### src/rtl/seq_pkg.sv
// Shared types and constants for the serial pattern generator and the
// matching sequence detector.
// Optional feature: SEQ_GEN_GAP_EN adds the GAP state (idle cycles between
// repetitions) to the state type.
package seq_pkg;

`ifdef SEQ_GEN_GAP_EN
  typedef enum logic [1:0] {
    IDLE = 2'd0,
    SEND = 2'd1,
    GAP  = 2'd2,
    FIN  = 2'd3
  } state_t;
`else
  typedef enum logic [1:0] {
    IDLE = 2'd0,
    SEND = 2'd1,
    FIN  = 2'd3
  } state_t;
`endif

  // Default pattern, shared with the sequence detector.
  localparam logic [3:0] SEQ_PAT_DEFAULT = 4'b0110;

  // Width needed to index a pattern of n bits (at least 1).
  function automatic int idx_width(input int n);
    return (n <= 2) ? 1 : $clog2(n);
  endfunction

endpackage

### src/rtl/seq_gen_ctr.sv
// Bit-index and repetition counters for seq_gen.
// idx is the pattern bit currently on the output; rep counts repetitions
// still owed, including the one in flight, and saturates at 1 so it can
// never wrap.
module seq_gen_ctr
  import seq_pkg::*;
#(
  parameter int CNT_W = 8,
  parameter int IDX_W = 2
) (
  input  logic             clk,
  input  logic             reset,
  input  logic             rep_load,
  input  logic [CNT_W-1:0] rep_val,
  input  logic             rep_dec,
  input  logic             idx_load,
  input  logic [IDX_W-1:0] idx_val,
  input  logic             idx_dec,
  output logic [IDX_W-1:0] idx,
  output logic             last_bit,
  output logic             last_rep
);

  logic [CNT_W-1:0] rep;

  // Load on request/restart, otherwise count down without underflow.
  always_ff @(posedge clk or posedge reset) begin
    if (reset) begin
      idx <= '0;
      rep <= '0;
    end else begin
      if (rep_load)
        rep <= rep_val;
      else if (rep_dec && (rep > CNT_W'(1)))
        rep <= rep - CNT_W'(1);
      if (idx_load)
        idx <= idx_val;
      else if (idx_dec && (idx != '0))
        idx <= idx - IDX_W'(1);
    end
  end

  assign last_bit = (idx == '0);
  assign last_rep = (rep <= CNT_W'(1));

endmodule

### src/rtl/seq_gen.sv
// Serial pattern generator: sends PAT (MSB first) repeat_n times, optionally
// overlapping repetitions by dropping the first OVL_LEN bits of each repeat.
// Optional feature: define SEQ_GEN_GAP_EN to add the gap_len input and idle
// GAP cycles between repetitions.
module seq_gen
  import seq_pkg::*;
#(
  parameter int                PAT_W   = 4,
  parameter logic [PAT_W-1:0]  PAT     = PAT_W'(SEQ_PAT_DEFAULT),
  parameter int                OVL_LEN = 1,
  parameter int                CNT_W   = 8
) (
  input  logic             clk,
  input  logic             reset,
  input  logic             start,
  input  logic [CNT_W-1:0] repeat_n,
  input  logic             overlap,
`ifdef SEQ_GEN_GAP_EN
  input  logic [3:0]       gap_len,
`endif
  output logic             out,
  output logic             out_valid,
  output logic             frame_sync,
  output logic             busy,
  output logic             done
);

  localparam int               IDX_W     = idx_width(PAT_W);
  localparam logic [IDX_W-1:0] FIRST_IDX = IDX_W'(PAT_W - 1);
  localparam logic [IDX_W-1:0] OVL_IDX   = IDX_W'(PAT_W - 1 - OVL_LEN);

  state_t           state;
  logic             ovl_q;
  logic [IDX_W-1:0] idx, idx_val, nb_idx, restart_idx;
  logic             last_bit, last_rep;
  logic             rep_load, rep_dec, idx_load, idx_dec;
`ifdef SEQ_GEN_GAP_EN
  logic [3:0]       gap_q, gap_cnt;
`endif

  function automatic logic pat_bit(input logic [IDX_W-1:0] i);
    return PAT[i];
  endfunction

  assign restart_idx = ovl_q ? OVL_IDX : FIRST_IDX;

  seq_gen_ctr #(.CNT_W(CNT_W), .IDX_W(IDX_W)) u_ctr (
    .clk      (clk),
    .reset    (reset),
    .rep_load (rep_load),
    .rep_val  (repeat_n),
    .rep_dec  (rep_dec),
    .idx_load (idx_load),
    .idx_val  (idx_val),
    .idx_dec  (idx_dec),
    .idx      (idx),
    .last_bit (last_bit),
    .last_rep (last_rep)
  );

  // Counter control and index of the bit to present next cycle.
  always_comb begin
    rep_load = 1'b0;
    rep_dec  = 1'b0;
    idx_load = 1'b0;
    idx_dec  = 1'b0;
    idx_val  = FIRST_IDX;
    case (state)
      IDLE: if (start) begin
        rep_load = 1'b1;
        idx_load = (repeat_n != '0);
      end
      SEND: if (!last_bit) begin
        idx_dec = 1'b1;
      end else if (!last_rep) begin
        rep_dec = 1'b1;
        idx_val = restart_idx;
`ifdef SEQ_GEN_GAP_EN
        idx_load = (gap_q == 4'd0);
`else
        idx_load = 1'b1;
`endif
      end
`ifdef SEQ_GEN_GAP_EN
      GAP: if (gap_cnt == 4'd1) begin
        idx_load = 1'b1;
        idx_val  = restart_idx;
      end
`endif
      default: ;
    endcase
    nb_idx = idx_load ? idx_val : (idx - IDX_W'(1));
  end

  // FSM with registered outputs; outputs reflect the state being entered.
  always_ff @(posedge clk or posedge reset) begin
    if (reset) begin
      state      <= IDLE;
      ovl_q      <= 1'b0;
      out        <= 1'b0;
      out_valid  <= 1'b0;
      frame_sync <= 1'b0;
      busy       <= 1'b0;
      done       <= 1'b0;
`ifdef SEQ_GEN_GAP_EN
      gap_q      <= '0;
      gap_cnt    <= '0;
`endif
    end else begin
      case (state)
        IDLE: begin
          out        <= 1'b0;
          out_valid  <= 1'b0;
          frame_sync <= 1'b0;
          busy       <= 1'b0;
          done       <= 1'b0;
          if (start) begin
            ovl_q <= overlap;
`ifdef SEQ_GEN_GAP_EN
            gap_q <= gap_len;
`endif
            busy  <= 1'b1;
            if (repeat_n != '0) begin
              state      <= SEND;
              out        <= pat_bit(FIRST_IDX);
              out_valid  <= 1'b1;
              frame_sync <= 1'b1;
            end else begin
              state <= FIN;
              done  <= 1'b1;
            end
          end
        end
        SEND: begin
          if (!last_bit) begin
            out        <= pat_bit(nb_idx);
            out_valid  <= 1'b1;
            frame_sync <= 1'b0;
          end else if (!last_rep) begin
`ifdef SEQ_GEN_GAP_EN
            if (gap_q != 4'd0) begin
              state      <= GAP;
              gap_cnt    <= gap_q;
              out        <= 1'b0;
              out_valid  <= 1'b0;
              frame_sync <= 1'b0;
            end else begin
              out        <= pat_bit(nb_idx);
              out_valid  <= 1'b1;
              frame_sync <= 1'b1;
            end
`else
            out        <= pat_bit(nb_idx);
            out_valid  <= 1'b1;
            frame_sync <= 1'b1;
`endif
          end else begin
            state      <= FIN;
            out        <= 1'b0;
            out_valid  <= 1'b0;
            frame_sync <= 1'b0;
            done       <= 1'b1;
          end
        end
`ifdef SEQ_GEN_GAP_EN
        GAP: begin
          if (gap_cnt == 4'd1) begin
            state      <= SEND;
            out        <= pat_bit(nb_idx);
            out_valid  <= 1'b1;
            frame_sync <= 1'b1;
          end else begin
            gap_cnt <= gap_cnt - 4'd1;
          end
        end
`endif
        FIN: begin
          state      <= IDLE;
          out        <= 1'b0;
          out_valid  <= 1'b0;
          frame_sync <= 1'b0;
          busy       <= 1'b0;
          done       <= 1'b0;
        end
        default: state <= IDLE;
      endcase
    end
  end

endmodule

### config.mk
export PLATFORM = sky130hd
export DESIGN_NAME = seq_gen
export DESIGN_NICKNAME = d
export VERILOG_FILES = /design/src/rtl/seq_pkg.sv /design/src/rtl/seq_gen_ctr.sv /design/src/rtl/seq_gen.sv
export SDC_FILE = /design/constraint.sdc
export NUM_CORES = 1
export LEC_CHECK = 0
export ABC_AREA = 1
export BUFFER_PORTS_ARGS = -buffer_cell sky130_fd_sc_hd__buf_2
export CAP_MARGIN = 10
export CORE_UTILIZATION = 50
export DETAILED_ROUTE_END_ITERATION = 8
export PLACE_DENSITY = 0.71
export SLEW_MARGIN = 15
export SYNTH_ARGS = -nofsm -noshare
export SYNTH_HDL_FRONTEND = slang
export SYNTH_SLANG_ARGS = --single-unit
### constraint.sdc
create_clock -name clk -period 1.6 [get_ports clk]
set_input_delay 0.08 -clock clk [delete_from_list [all_inputs] [get_ports clk]]
set_output_delay 0.08 -clock clk [all_outputs]
set_load 0.005 [all_outputs]
Word level (Yosys, flattened, before mapping)
Cells that the tools add are included.
{"block": "op_classes", "reduce_logical": 15, "magnitude_cmp": 3, "n_eq_ne": 5, "n_mux": 39, "n_addsub": 2}
{"op": "2-to-1 mux 1 bit", "n": 22}
{"op": "2-to-1 mux 8 bit", "n": 2}
{"op": "2-to-1 mux 2 bit", "n": 7}
{"op": "nonzero test 2 bit", "n": 5}
{"op": "case mux 1 bit (3 select lines)", "n": 3}
{"op": "greater-than comparator 8 x 1 -> 1 bit, second input constant", "n": 1}
{"op": "less-or-equal comparator 8 x 1 -> 1 bit, second input constant", "n": 1}
{"op": "nonzero test 8 bit", "n": 1}
{"op": "subtractor 8 x 1 -> 8 bit, second input constant", "n": 1}
{"op": "!= test 2 bit, second input constant", "n": 3}
{"op": "case mux 1 bit (2 select lines)", "n": 3}
{"op": "AND reduction 3 bit", "n": 2}
{"op": "logical NOT 2 bit", "n": 2}
{"op": "case mux 2 bit (2 select lines)", "n": 1}
{"op": "less-than comparator 2 x 3 -> 1 bit, second input constant", "n": 1}
{"op": "nonzero test 3 bit", "n": 1}
{"op": "binary-select mux 1 bit (select 2 bit)", "n": 1}
{"op": "== test 2 x 1 -> 1 bit, second input constant", "n": 1}
{"op": "== test 2 bit, second input constant", "n": 1}
{"op": "logical AND 1 bit", "n": 2}
{"op": "AND reduction 2 bit", "n": 1}
{"op": "OR reduction 2 bit", "n": 1}
{"op": "subtractor 2 x 1 -> 2 bit, second input constant", "n": 1}
{"block": "word_totals", "word_cells": 73, "regBits": 18, "inputBits": 12, "out_inout_bits": 5}

Logic depth before layout (Yosys ltp)
{"block": "logic_depth", "depth_word": 10, "mapped_depth": 11, "ltp_nobuf": 11}

Cells and area by module
A second synthesis with hierarchy kept.
{"block": "hier_totals", "cells_unflattened": 174, "area_unflattened_um2": 1244.9}
{"mod": "seq_gen_ctr", "area_each_um2": 749.5, "cells_per_inst": 106, "instances": 1}
{"mod": "seq_gen", "area_each_um2": 495.5, "cells_per_inst": 68, "instances": 1}

Least setup slack after synthesis
No wires, ideal clock.
{"block": "synth_path", "path_kind": "register to register", "startpoint": "register u_ctr.rep[0]", "endpoint": "register u_ctr.rep[3]", "arrival_ns": 1.337, "stages_incl_launch_ff": 11, "setup_slack_ns": 0.139, "n_path_buf": 0, "required_ns": 1.476, "cell_sequence": "dfrtp_1 > inv_1 > ha_1 > nor2_1 > nor2_4 > nand2_4 > nand2_8 > nor2_4 > nand2_1 > o21ai_2 > a21oi_2"}
{"block": "synth_via", "elab_chain_cells": 6}
{"element": "start: declaration", "line": "seq_gen_ctr.sv:24", "rtl": "logic [CNT_W-1:0] rep;"}
{"element": "start signal: assignment", "line": "seq_gen_ctr.sv:33", "rtl": "rep <= rep_val;"}
{"element": "start signal: assignment", "line": "seq_gen_ctr.sv:35", "rtl": "rep <= rep - CNT_W'(1);"}
{"element": "less-or-equal comparator 8 x 1 -> 1 bit", "line": "seq_gen_ctr.sv:44", "rtl": "assign last_rep = (rep <= CNT_W'(1));"}
{"element": "2-to-1 mux 1 bit", "line": "seq_gen.sv:75", "rtl": "end else if (!last_rep) begin"}
{"element": "2-to-1 mux 1 bit", "line": "seq_gen.sv:73", "rtl": "SEND: if (!last_bit) begin"}
{"element": "2-to-1 mux 1 bit", "line": "seq_gen.sv:68", "rtl": "case (state)"}
{"element": "logical AND 1 bit", "line": "seq_gen_ctr.sv:34", "rtl": "else if (rep_dec && (rep > CNT_W'(1)))"}
{"element": "nonzero test 2 bit (no line)"}
Parallel ways exist; a longest one is shown, timed or not. The select of a mux whose other input is x is not followed.
A chain may end at the register's enable or synchronous reset.

Worst setup path in the final report
{"block": "layout_path", "startpoint": "register u_ctr.rep[1]", "endpoint": "register out"}
{"block": "layout_via", "elab_chain_cells": 10}
{"element": "less-or-equal comparator 8 x 1 -> 1 bit *", "line": "seq_gen_ctr.sv:44"}
{"element": "2-to-1 mux 1 bit", "line": "seq_gen.sv:75"}
{"element": "2-to-1 mux 1 bit", "line": "seq_gen.sv:73"}
{"element": "case mux 1 bit (2 select lines) / 2-to-1 mux 1 bit (equally long branches)", "line": "seq_gen.sv:68"}
{"element": "2-to-1 mux 2 bit", "line": "seq_gen.sv:92", "rtl": "nb_idx = idx_load ? idx_val : (idx - IDX_W'(1));"}
{"element": "binary-select mux 1 bit (select 2 bit)", "line": "seq_gen.sv:42", "rtl": "return PAT[i];"}
{"element": "2-to-1 mux 1 bit (implied by the code)", "line": "seq_gen.sv:42"}
{"element": "2-to-1 mux 1 bit", "line": "seq_gen.sv:139", "rtl": "end else if (!last_rep) begin"}
{"element": "2-to-1 mux 1 bit *", "line": "seq_gen.sv:135", "rtl": "if (!last_bit) begin"}
{"element": "case mux 1 bit (2 select lines) *", "line": "seq_gen.sv:110", "rtl": "case (state)"}
{"element": "end signal: assignment", "line": "seq_gen.sv:125", "rtl": "out <= pat_bit(FIRST_IDX);"}
{"element": "end signal: assignment", "line": "seq_gen.sv:136", "rtl": "out <= pat_bit(nb_idx);"}
{"element": "end signal: assignment", "line": "seq_gen.sv:153", "rtl": "out <= pat_bit(nb_idx);"}
{"element": "end: declaration", "line": "seq_gen.sv:21", "rtl": "output logic out,"}
Every way passes the cells marked *; elsewhere a longest branch is shown, timed or not. The select of a mux whose other input is x is not followed.

==> run summary <==
============================================================================================
Slew at the pin closest to its max-slew limit                                         694 ps
Beginning of the worst register-to-register path                                u_ctr.rep[1]
Clock-pin slew on the worst setup and hold paths                                      110 ps
Classification of the worst-slack hold path                                           in2reg
Number of distinct library cells after synthesis                                          29
Clock period minus final worst setup slack                                           1530 ps
Worst skew pair latency                                                               300 ps
Largest fanout on the critical path                                                        5
Setup TNS                                                                               0 ps
Synthesis Warnings                                                                         0
Main combinational cell family by area after synthesis                          simple AND/OR/NAND/NOR gates
Top Family by Delay on Critical Path                                            simple AND/OR/NAND/NOR gates
Crit path required time                                                              1790 ps
Most common library cells after synthesis                                       29 x sky130_fd_sc_hd__nand2_1, 20 x sky130_fd_sc_hd__nor2_1, 18 x sky130_fd_sc_hd__dfrtp_1, 12 x sky130_fd_sc_hd__inv_1, 11 x sky130_fd_sc_hd__nand3_1
Starting density of the core                                                           53.2%
Final weighted congestion in routability-driven placement                              0.831
Critical path's largest stage delay                                                   420 ps
Slew margin rel.                                                                       53.7%
Antenna diodes                                                                             0
Master of the slowest instance on the critical path                             sky130_fd_sc_hd__dfrtp_1
Worst reg2reg endpoint                                                                   out
HPWL after DPL                                                                       1830 µm
Library cell with the highest instance count after synthesis                    sky130_fd_sc_hd__nand2_1
Number of fill cells in the layout                                                       208
Total number of placement rows                                                            17
Longest Clk Path Bufs                                                                      2
Routed wire length                                                                   2380 µm
Mean routed wirelength per cell                                                      11.9 µm
Detailed-route DRC error count                                                             0
Global-route wire length before repair                                               4220 µm
Basic-gate share of the synthesized area counting and, or, nand and nor cells          30.9%
Startpoint-to-endpoint class of the critical path                                    reg2reg
Areal power density over the cells                                                554 nW/µm²
Cell-by-cell trace of the critical path                                         inv_2, ha_2, nor2_2, nor2_4, nand2_4, nand2_8, inv_4, nand2_1, nand3_1, nand2_1, nand2_1
Final cell utilization of the core                                                     62.8%
Vias in the first global route                                                           984
TritonRoute pass-1 iters                                                                   4
CTS root buf                                                                    sky130_fd_sc_hd__clkbuf_4
Maximum capacitance violations                                                             0
Pin count of the biggest net entering global routing                                      19
CTS sink cnt                                                                              18
Cell taking the most area after synthesis                                       sky130_fd_sc_hd__dfrtp_1
Ranking of synthesized cells by area                                            sky130_fd_sc_hd__dfrtp_1 38%, sky130_fd_sc_hd__nand2_1 9.2%, sky130_fd_sc_hd__ha_1 7.4%
Placeable Area                                                                      2210 µm²
Number of flip-flops under the largest register name                                       8
End point of the critical path                                                           out
Depth of the CTS H-tree                                                                    1
Horizontal extent of the die                                                         50.5 µm
Crit path from                                                                  u_ctr.rep[1]
Via/cell ratio                                                                          5.14
Initial DRC Count                                                                         30
Area of the mapped netlist                                                          1180 µm²
Peak supply drop                                                                  0.000407 V
Fraction of synthesized cell area in xor and xnor cells                                1.49%
IO buf count                                                                              16
Worst setup EP type                                                                flip-flop
Fraction of the mapped netlist area in compound gates                                  14.8%
Number of synthesized flops with an enable pin                                             0
Area growth syn-to-layout                                                              18.1%
Overall Global Routing Usage                                                           22.3%
Proportion of netlist area held by the largest area contributor                        38.3%
Number of synthesized register bits                                                       18
Boundary pin count                                                                        17
Mean Syn Cell Area                                                                  8.06 µm²
Hold Path Depth                                                                            3
Final Slew Violations                                                                      0
Most frequent cell on the critical path                                         sky130_fd_sc_hd__nand2_1
Total of endpoints with negative setup slack in the final report                           0
Register with the highest flop count                                               u_ctr.rep
Static Leakage                                                                   0.000696 µW
Multiplexer area fraction after synthesis                                                 0%
Fin Clk Skew                                                                         8.88 ps
Post-synth net total                                                                     165
Proportion of synthesized chip area in sequential cells                                38.3%
Number of nets with antenna violations after routing                                       0
Min setup slack post-route                                                           69.2 ps
Critical Path Source Type                                                          flip-flop
Overall die area                                                                    2550 µm²
Antenna violations before repair                                                           0
Count of cell instances traversed by the critical path                                    11
Main synth FF type                                                              sky130_fd_sc_hd__dfrtp_1
Post-Place Worst Slack                                                               12.1 ps
Number of CTS-inserted buffers                                                             3
WP buf/inv                                                                                 2
Total number of vias                                                                    1028
Number of hold violations in the final report                                              0
Slack of the worst reg-to-reg path                                                     70 ps
Arrival time at the worst endpoint                                                   1720 ps
Highest attainable clock frequency                                                   653 MHz
Vertical extent of the die                                                           50.5 µm
TritonCTS clock tree                                                                   built
Share of post-route cells with drive strength above 1                                  31.4%
Net count reported at finish                                                             192
Total overflow reported by the global router                                               0
Post-Synthesis Cells                                                                     146
Final Cycle Share                                                                      95.7%
Largest registers in the final layout                                           u_ctr.rep (8), state (2), u_ctr.idx (2)
Fraction of synthesis flops using an asynchronous set or reset pin                      100%
Adder-cell area share of the yosys netlist                                             7.44%
Reg2Reg Depth                                                                             11
Outcome                                                                         complete, no violations
============================================================================================
==> metrics by stage <==
| stage | cells | hold slack (ps) | power (µW) | cell area, µm² |
|---|---|---|---|---|
| floorplan | 146 | 18.6 | 476 | 1180 |
| global placement | 192 | 210 | 495 | 1310 |
| detailed placement | 192 | 216 | 496 | 1310 |
| CTS | 198 | 16.6 | 781 | 1360 |
| global route | 200 | 14.0 | 808 | 1390 |
| finish | 200 | 18.4 | 770 | 1390 |
==> worst min path at each step <==
stage | endpoint | slack, ps | from
6_report | u_ctr.rep[7] | 20 | repeat_n[7]
5_1_grt | u_ctr.rep[5] | 10 | repeat_n[5]
4_1_cts | u_ctr.rep[5] | 20 | repeat_n[5]
3_5_place_dp | busy | 220 | reset
3_3_place_gp | u_ctr.rep[7] | 210 | reset
2_1_floorplan | busy | 20 | reset
==> per-layer routing <==
layer	track usage, %	vias up	routed length (µm)
li1	-	524	-
met1	28.5	480	1100
met2	36.9	20	1170
met3	5.15	4	86
met4	7.41	0	23
met5	0	-	0
==> cells in the final DEF (no fill, tap or decap) <==
cell type and count:
sky130_fd_sc_hd__o21ai_4 1, sky130_fd_sc_hd__dlygate4sd3_1 2, sky130_fd_sc_hd__clkbuf_8 1, sky130_fd_sc_hd__nand2_4 2
sky130_fd_sc_hd__o211ai_2 1, sky130_fd_sc_hd__o22ai_1 1, sky130_fd_sc_hd__o21ai_1 5, sky130_fd_sc_hd__a31oi_1 1
sky130_fd_sc_hd__a21oi_2 2, sky130_fd_sc_hd__o31ai_1 2, sky130_fd_sc_hd__nor2_4 3, sky130_fd_sc_hd__xor2_1 2
sky130_fd_sc_hd__a21oi_1 8, sky130_fd_sc_hd__buf_2 16, sky130_fd_sc_hd__inv_1 10, sky130_fd_sc_hd__nand3_1 11
sky130_fd_sc_hd__ha_1 6, sky130_fd_sc_hd__nand3_2 1, sky130_fd_sc_hd__o21ai_0 2, sky130_fd_sc_hd__ha_2 1
sky130_fd_sc_hd__nand2_8 1, sky130_fd_sc_hd__nand3b_1 1, sky130_fd_sc_hd__inv_2 9, sky130_fd_sc_hd__nand2_2 3
sky130_fd_sc_hd__o21ai_2 1, sky130_fd_sc_hd__nor2_2 3, sky130_fd_sc_hd__o211ai_1 1, sky130_fd_sc_hd__clkbuf_4 3
sky130_fd_sc_hd__nor2_1 18, sky130_fd_sc_hd__nand2_1 29, sky130_fd_sc_hd__nand3_4 1, sky130_fd_sc_hd__dfrtp_1 18
sky130_fd_sc_hd__a22o_1 1, sky130_fd_sc_hd__inv_4 2, sky130_fd_sc_hd__buf_4 3
==> tightest hold or removal path: stages <==
cell and delay (ps):
sky130_fd_sc_hd__buf_2 90, sky130_fd_sc_hd__nand2_1 40, sky130_fd_sc_hd__nand3_1 70
==> layout make-up <==
type                       count  area [µm²]  area share, %
multi-input combinational    108         662           47.6
sequential                    18         450           32.4
timing repair buffer          21         123           8.82
inverter                      21        83.8           6.03
clock buffer                   4        36.3           2.61
tap                           28        35.0           2.52
==> logic make-up (layout without fill, tap and decap cells) <==
| kind of cell | after synthesis | in the layout |
|---|---|---|
| AO/OA/AOI/OAI | 26 | 26 |
| XOR/XNOR | 2 | 2 |
| adder cells (fa/ha/maj) | 7 | 7 |
| buffers and inverters | 21 | 46 |
| flip-flops | 18 | 18 |
| AND/OR/NAND/NOR | 72 | 73 |
==> report_power, final <==
part	leakage (µW)	total (µW)	internal (µW)	switching, µW
Sequential	0.000211	455	455	0
Combinational	0.000465	35.4	14.7	20.7
Clock	0.0000210	280	139	142
==> repair_timing <==
action,4_1_cts,5_1_grt
hold buffers,2,0
setup endpoints to repair,0,13
endpoints found under the hold margin,19,0
gates resized for setup,0,5
buffers inserted,0,1
(Power assumes the default switching activity.)
